## src/rtl/video_fetch.sv

```systemverilog
// -----------------------------------------------------------------------------
// video_fetch
//
// Per-line mono video fetcher. At the start of each visible line it reads a
// 16-bit word W from a roller table indexed by line number. W is the screen
// line's word address. It then streams LINE_BYTES bytes into a line buffer,
// one byte every 8 byte-addresses, and shifts the buffered line out MSB-first
// as a 1-bit pixel, one pixel per pixel strobe.
//
// If the fetch has not finished by the end of horizontal blanking, the line
// is blanked and a sticky underrun flag is raised.
//
// Ports
//   i_clk          system clock, all state on rising edge
//   i_rst          asynchronous active-high reset
//   i_pix_stb      pixel clock enable from the sync generator
//   i_linestart    one-strobe pulse at h_count 0 (qualified by i_pix_stb)
//   i_hblank       horizontal blanking flag
//   i_vblank       vertical blanking flag
//   i_active       active-video flag
//   i_y            current line number
//   i_roller_addr  byte address of the roller table
//   i_screen_en    display enable
//   i_invert       pixel inversion
//   o_mem_rd       read request, held until acknowledged
//   o_mem_addr     read byte address, stable while o_mem_rd waits for ack
//   i_mem_ack      read acknowledge, i_mem_data valid in the same cycle
//   i_mem_data     read data
//   o_pixel        mono pixel, one pixel strobe after its px position
//   o_underrun     sticky: a line fetch missed its deadline
// -----------------------------------------------------------------------------
`timescale 1ns/1ps

module video_fetch #(
  parameter int LINE_BYTES = 90
) (
  input  logic        i_clk,
  input  logic        i_rst,
  input  logic        i_pix_stb,
  input  logic        i_linestart,
  input  logic        i_hblank,
  input  logic        i_vblank,
  input  logic        i_active,
  input  logic [8:0]  i_y,
  input  logic [16:0] i_roller_addr,
  input  logic        i_screen_en,
  input  logic        i_invert,
  output logic        o_mem_rd,
  output logic [16:0] o_mem_addr,
  input  logic        i_mem_ack,
  input  logic [7:0]  i_mem_data,
  output logic        o_pixel,
  output logic        o_underrun
);

  localparam int               COL_W    = (LINE_BYTES > 1) ? $clog2(LINE_BYTES) : 1;
  localparam logic [COL_W-1:0] LAST_COL = COL_W'(LINE_BYTES - 1);
  localparam logic [10:0]      PX_END   = 11'(8 * LINE_BYTES);

  typedef enum logic [2:0] {
    IDLE,
    ROLL_LO,
    ROLL_HI,
    FETCH,
    READY
  } state_t;

  state_t           state;
  logic [8:0]       y_q;
  logic [15:0]      w_q;
  logic [COL_W-1:0] col_q;
  logic             line_valid;
  logic             line_late;    // deadline missed during the current line
  logic             hblank_q;     // i_hblank as seen at the previous strobe
  logic [9:0]       px_q;

  logic [7:0]       linebuf [LINE_BYTES];

  // ---------------------------------------------------------------------------
  // Control decode
  // ---------------------------------------------------------------------------
  logic             ls_strobe;
  logic             ls_go;
  logic             fetching;
  logic             deadline_miss;
  logic             ack;
  logic             lb_we;
  logic [16:0]      roll_lo_addr;
  logic [COL_W-1:0] col_next;

  assign ls_strobe     = i_pix_stb & i_linestart;
  assign ls_go         = ls_strobe & ~i_vblank & i_screen_en;
  assign fetching      = (state == ROLL_LO) || (state == ROLL_HI) || (state == FETCH);
  assign deadline_miss = i_pix_stb & hblank_q & ~i_hblank & fetching;
  // An ack only means something while a request is outstanding.
  assign ack           = i_mem_ack & o_mem_rd;
  // A linestart aborts the fetch in the same cycle, so an ack arriving on
  // that edge belongs to the abandoned line and must not touch the buffer.
  assign lb_we         = (state == FETCH) & ack & ~ls_strobe;
  assign roll_lo_addr  = i_roller_addr + {7'd0, i_y, 1'b0};
  assign col_next      = col_q + COL_W'(1);

  // ---------------------------------------------------------------------------
  // Fetch FSM with registered memory interface
  // ---------------------------------------------------------------------------
  // NOTE: sequential state uses non-blocking assignments so every register
  // samples the pre-edge value of every other register, independent of
  // statement order.
  always_ff @(posedge i_clk or posedge i_rst) begin
    if (i_rst) begin
      state      <= IDLE;
      y_q        <= '0;
      w_q        <= '0;
      col_q      <= '0;
      line_valid <= 1'b0;
      line_late  <= 1'b0;
      hblank_q   <= 1'b0;
      o_mem_rd   <= 1'b0;
      o_mem_addr <= '0;
      o_underrun <= 1'b0;
    end else begin
      if (i_pix_stb) begin
        hblank_q <= i_hblank;
      end
      if (deadline_miss) begin
        o_underrun <= 1'b1;
      end

      if (ls_strobe) begin
        // Linestart overrides whatever the FSM was doing.
        line_valid <= 1'b0;
        line_late  <= 1'b0;
        col_q      <= '0;
        if (ls_go) begin
          state      <= ROLL_LO;
          y_q        <= i_y;
          o_mem_rd   <= 1'b1;
          o_mem_addr <= roll_lo_addr;
        end else begin
          state    <= IDLE;
          o_mem_rd <= 1'b0;
        end
      end else begin
        if (deadline_miss) begin
          line_late <= 1'b1;
        end

        case (state)
          ROLL_LO: begin
            if (ack) begin
              w_q[7:0]   <= i_mem_data;
              state      <= ROLL_HI;
              o_mem_addr <= i_roller_addr + {7'd0, y_q, 1'b1};
            end
          end

          ROLL_HI: begin
            if (ack) begin
              w_q[15:8]  <= i_mem_data;
              col_q      <= '0;
              state      <= FETCH;
              // W is a word address; the first screen byte is at 2*W.
              o_mem_addr <= {i_mem_data, w_q[7:0], 1'b0};
            end
          end

          FETCH: begin
            if (ack) begin
              if (col_q == LAST_COL) begin
                state      <= READY;
                o_mem_rd   <= 1'b0;
                // A miss on this very edge also disqualifies the line.
                line_valid <= ~(line_late | deadline_miss);
              end else begin
                col_q      <= col_next;
                o_mem_addr <= {w_q, 1'b0} + 17'({col_next, 3'b000});
              end
            end
          end

          default: begin
            // IDLE and READY wait for the next linestart.
          end
        endcase
      end
    end
  end

  // ---------------------------------------------------------------------------
  // Line buffer: one write port (fetch), one read port (display)
  // ---------------------------------------------------------------------------
  // NOTE: the buffer has no reset; every entry is rewritten before a line is
  // marked valid, so clearing it would only cost a reset fan-out to storage.
  always_ff @(posedge i_clk) begin
    if (lb_we) begin
      linebuf[col_q] <= i_mem_data;
    end
  end

  // ---------------------------------------------------------------------------
  // Pixel shifter
  // ---------------------------------------------------------------------------
  logic [COL_W-1:0] rd_idx;
  logic [7:0]       rd_byte;
  logic             px_in_range;
  logic             pix_next;

  assign rd_idx      = COL_W'(px_q >> 3);
  assign rd_byte     = linebuf[rd_idx];
  assign px_in_range = ({1'b0, px_q} < PX_END);

  // NOTE: always_comb assigns a default first so no path leaves pix_next
  // unassigned, which would otherwise infer a latch.
  always_comb begin
    pix_next = 1'b0;
    if (i_active && line_valid && i_screen_en && px_in_range) begin
      // MSB first: bit index 7 - px%8 is the bitwise complement of px[2:0].
      pix_next = rd_byte[~px_q[2:0]] ^ i_invert;
    end
  end

  always_ff @(posedge i_clk or posedge i_rst) begin
    if (i_rst) begin
      px_q    <= '0;
      o_pixel <= 1'b0;
    end else if (i_pix_stb) begin
      o_pixel <= pix_next;
      if (ls_strobe) begin
        px_q <= '0;
      end else if (i_active) begin
        px_q <= px_q + 10'd1;
      end
    end
  end

endmodule

```

## config.mk

```make
export PLATFORM = sky130hd
export DESIGN_NAME = video_fetch
export DESIGN_NICKNAME = d
export VERILOG_FILES = /design/src/rtl/video_fetch.sv
export SDC_FILE = /design/constraint.sdc
export NUM_CORES = 1
export LEC_CHECK = 0
export CAP_MARGIN = 30
export CORE_ASPECT_RATIO = 1.4
export CORE_MARGIN = 3
export CORE_UTILIZATION = 34
export CTS_BUF_LIST = sky130_fd_sc_hd__clkbuf_4
export DETAILED_ROUTE_END_ITERATION = 10
export PLACE_DENSITY_LB_ADDON = 0.12
export SYNTH_ARGS = -nofsm -noshare
export SYNTH_HDL_FRONTEND = slang
export SYNTH_SLANG_ARGS = --single-unit
```

## constraint.sdc

```tcl
create_clock -name i_clk -period 3.3 [get_ports i_clk]
set_input_delay 0.495 -clock i_clk [delete_from_list [all_inputs] [get_ports i_clk]]
set_output_delay 0.495 -clock i_clk [all_outputs]
set_load 0.05 [all_outputs]
```

==> metrics.md <==
| Metric | Value |
|---|---|
| GP Congestion | about 0.85 |
| Worst Skew | ~0.058 ns |
| Number of global-route vias before repair | 21300 |
| Net Sw Frac | 24.5% |
| First-pass GRT wire length | 143000 um |
| Initial antenna violation count | 4 |
| RSZ-0062 raised after global routing | no |
| Commonest non-fill, non-tap cell in the layout | edfxtp_1 |
| Starting density of the core | 34.4% |
| Synth Net Count | 2002 |
| Number of remaining DRC errors | 0 |
| RR Endpoint | o_pixel$_DFFE_PP0P_ |
| Total clock sinks | 788 |
| Port buffer count | 63 |
| Slew Viols, Final | 0 |
| Async SR Flop Fraction | 8.63% |
| Netlist cell types | 80 |
| Internal | 0.0162 W |
| Final wirelength | 98300 um |
| Post-synthesis cell area | 32900 um2 |
| Synthesis-to-finish area growth | 22.3% |
| Placed wire-length estimate | 65800 um |
| Clock Latency Late Sink | 1.08 ns |
| Kind of critical path | reg2reg |
| Psw | approximately 0.0053 W |
| Hold EP | o_mem_rd$_DFFE_PP0P_ |
| Synth Instances | about 1900 |
| Total core area | 95600 um2 |
| Most frequent cells in the layout | edfxtp_1 (720), buf_4 (294), clkbuf_4 (287) |
| Layout fillers | 8804 |
| Ratio of cells with drive above 1 in the final layout | roughly a third |
| Synth Flop Type | edfxtp_1 |
| Fin worst setup slack | ~0.094 ns |
| Post-synth EDFFs | 720 |
| P_leak | 13.7 nW |
| DR pass1 iterations | 5 |
| Peak supply drop | 0.388 mV |
| NumNets Final | 2495 |
| Worst-path fanout max | 12 |
| Worst rel slew slack | 38.7% |
| Row cnt | 134 |
| Fmax | between 300 and 400 MHz |
| Chip width | between 200 and 300 um |
| CP max stage cell | dfrtp_4 |
| Clock buffer depth | 3 |
| Pin count of the biggest net entering global routing | 73 |
| Reg-to-reg startpoint | px_q[3]$_DFFE_PP0P_ |
| Arr. time, crit path | roughly 4.2 ns |
| Fin crit period | around 3.2 ns |
| Hold depth | 3 |
| Hold Vio Cnt, Final | 0 |
| Synth area leader | edfxtp_1 |
| Syn Area/Cell | 17.1 um2 |
| H-tree depth | 4 |
| Grt total ovfl | 0 |
| Die Area | 101000 um2 |
| Clk pwr share | approximately two fifths |
| Leading cell types by total area after synthesis | edfxtp_1 (66%), mux4_2 (10%), dfrtp_1 (5.2%) |
| Logic pwr share | 8.3% |
| Vias per cell | 5.22 |
| Reg2Reg Setup Slack | 0.09 ns |
| Initial DRC Count | 1447 |
| Syn. warnings | 0 |
| Sequential area share after synthesis | a little under three quarters |
| Top Family by Delay on Critical Path | compound AO/OA/AOI/OAI gates |
| Share of the synthesized area in the top cell type | 65.7% |
| Antenna-violating nets left | 0 |
| Seq pwr share | between 50% and 60% |
| Crit. End Element | flip-flop |
| Crit path buf inv count | 4 |
| Max stage delay on crit path | ~0.53 ns |
| Status | finished, final reports clean |
| Dpl ws | -0.483 ns |
| Reg2Reg Depth | 12 |
| Final setup vio count | 0 |
| Pwr dens | 535 nW/um2 |
| Worst Hold Class | in2reg |
| CP Cell Sequence | buf_4, buf_12, buf_12, buf_4, mux4_2, o22ai_1, nor3_2, a311o_1, a21oi_2, a32oi_2, xor2_1, a32o_1 |
| TritonCTS buffer count | 197 |
| Hold_sp | i_mem_ack |
| Final period utilization | 97.1% |
| Worst EP required | 4.27 ns |
| CTS tree | built |
| Crit start category | flip-flop |
| Least-Margin Pin Slew | 0.920 ns |
| I/O pin cnt | 64 |
| Power, Total | 0.0215 W |
| Die H | 374 um |
| Max-Cap Viols | 0 |
| DR vias | 19900 |
| Avg WL per Cell | 25.8 um |
| Clock transition at path regs | 0.06 ns |
| Total GRT Usage | between 15 and 20% |
| Number of synthesized register bits | 788 |
| Root buf cell | clkbuf_4 |
[per-layer routing]
layer | GRT usage, % | routed length (um) | part of all wire (%)
met3 | 4.22 | 4240 | 4.3
met1 | 23.1 | 38100 | 39
met4 | 7.29 | 3280 | 3.3
met5 | 0 | 0 | 0
met2 | 35.7 | 52700 | 54
[how the worst max path moves through the flow]
stage	from	endpoint	slack, ns	depth (start not counted)
2_1_floorplan	col_q[0]$_DFFE_PP0P_	o_mem_addr[13]$_DFFE_PP0P_	0.48	14
6_report	px_q[3]$_DFFE_PP0P_	o_pixel$_DFFE_PP0P_	0.09	12
5_1_grt	col_q[0]$_DFFE_PP0P_	o_mem_addr[16]$_DFFE_PP0P_	0.002	12
3_5_place_dp	i_roller_addr[1]	o_mem_addr[13]$_DFFE_PP0P_	-0.48	13
3_3_place_gp	i_y[0]	o_mem_addr[13]$_DFFE_PP0P_	-0.41	13
4_1_cts	px_q[3]$_DFFE_PP0P_	o_pixel$_DFFE_PP0P_	-0.02	12
[registers in the layout, indices dropped and copies added, names as in the netlist]
signal / count
col_q: 7
hblank_q: 1
line_late: 1
line_valid: 1
linebuf: 720
o_mem_addr: 17
o_mem_rd: 1
o_pixel: 1
o_underrun: 1
px_q: 10
state: 3
w_q: 16
y_q: 9
[power groups by stage]
stage               sequential, W  combinational [W]  clock, W
CTS                        0.0112            0.00181   0.00880
detailed placement         0.0115            0.00177         0
finish                     0.0112            0.00178   0.00847
floorplan                  0.0117           0.000711         0
global placement           0.0115            0.00175         0
global route               0.0113            0.00194   0.00929
[metrics by stage]
step	cells	setup TNS (ns)	util [%]	cell area, um2	hold WS (ns)
4_1_cts	3798	-0.0156	41.9	40000	0.0296
3_5_place_dp	3417	-2.24	38.8	37000	0.459
3_3_place_gp	3417	-1.90	38.8	37000	0.459
2_1_floorplan	1926	0	-	32900	0.450
6_report	3807	0	42.1	40200	0.193
5_1_grt	3807	0	42.1	40200	0.0796
[tightest hold or removal path: cells and delay by family]
kind	cells	cell delay, ns
buf+inv	1	0.49
compound gates	1	0.14
simple gates	1	0.10
[cell usage after synthesis, types with 5 or more instances]
library cell and number:
o21ai_0 51, mux4_2 147, buf_2 24, edfxtp_1 720, buf_4 10, buf_1 7, inv_1 33, xnor2_1 17
a31oi_1 15, a211oi_1 8, xor2_1 16, nand3b_1 7, o22ai_1 21, buf_6 10, nor2_1 165, nor2b_1 16
a22oi_1 26, a21oi_1 49, nor3_1 16, a21o_1 6, a22o_1 13, a311oi_1 5, mux2i_1 79, nand3_1 27
and3_1 13, nand2_1 114, or3_1 8, nand2b_1 8, dfrtp_1 68, mux2_2 26, o211ai_1 15, clkbuf_1 50
ha_1 29, o221ai_1 7
[cells by family after synthesis]
family / after synthesis / share of synthesized area (%)
xor gates and xnor gates: 33 / 0.879
DFF: 788 / 70.9
and+or+nand+nor: 403 / 5.51
AOI/OAI and AO/OA: 279 / 5.84
buffers and inverters: 138 / 2.13
muxes: 253 / 13.4
adders and majority gates: 32 / 1.29
[final cells by class]
cell class	count	area, um2	area share, %
inverters	34	129	0.321
flip-flops and latches	788	23300	58.0
multi-input cells	1000	9080	22.6
well taps	1224	1530	3.81
clock buffers	287	2150	5.36
repair buffers	398	3500	8.70
diodes	7	17.5	0.0436
clock inverters	69	452	1.12
[repair_timing]
action,in CTS,in global routing
hold endpoints to repair,405,0
pin swaps,10,13
setup buffers,6,4
setup endpoints to repair,2,8
gates cloned,1,0
hold buffers,18,0
resized for setup,20,34
Note: power is estimated with default switching activity, not from simulation.
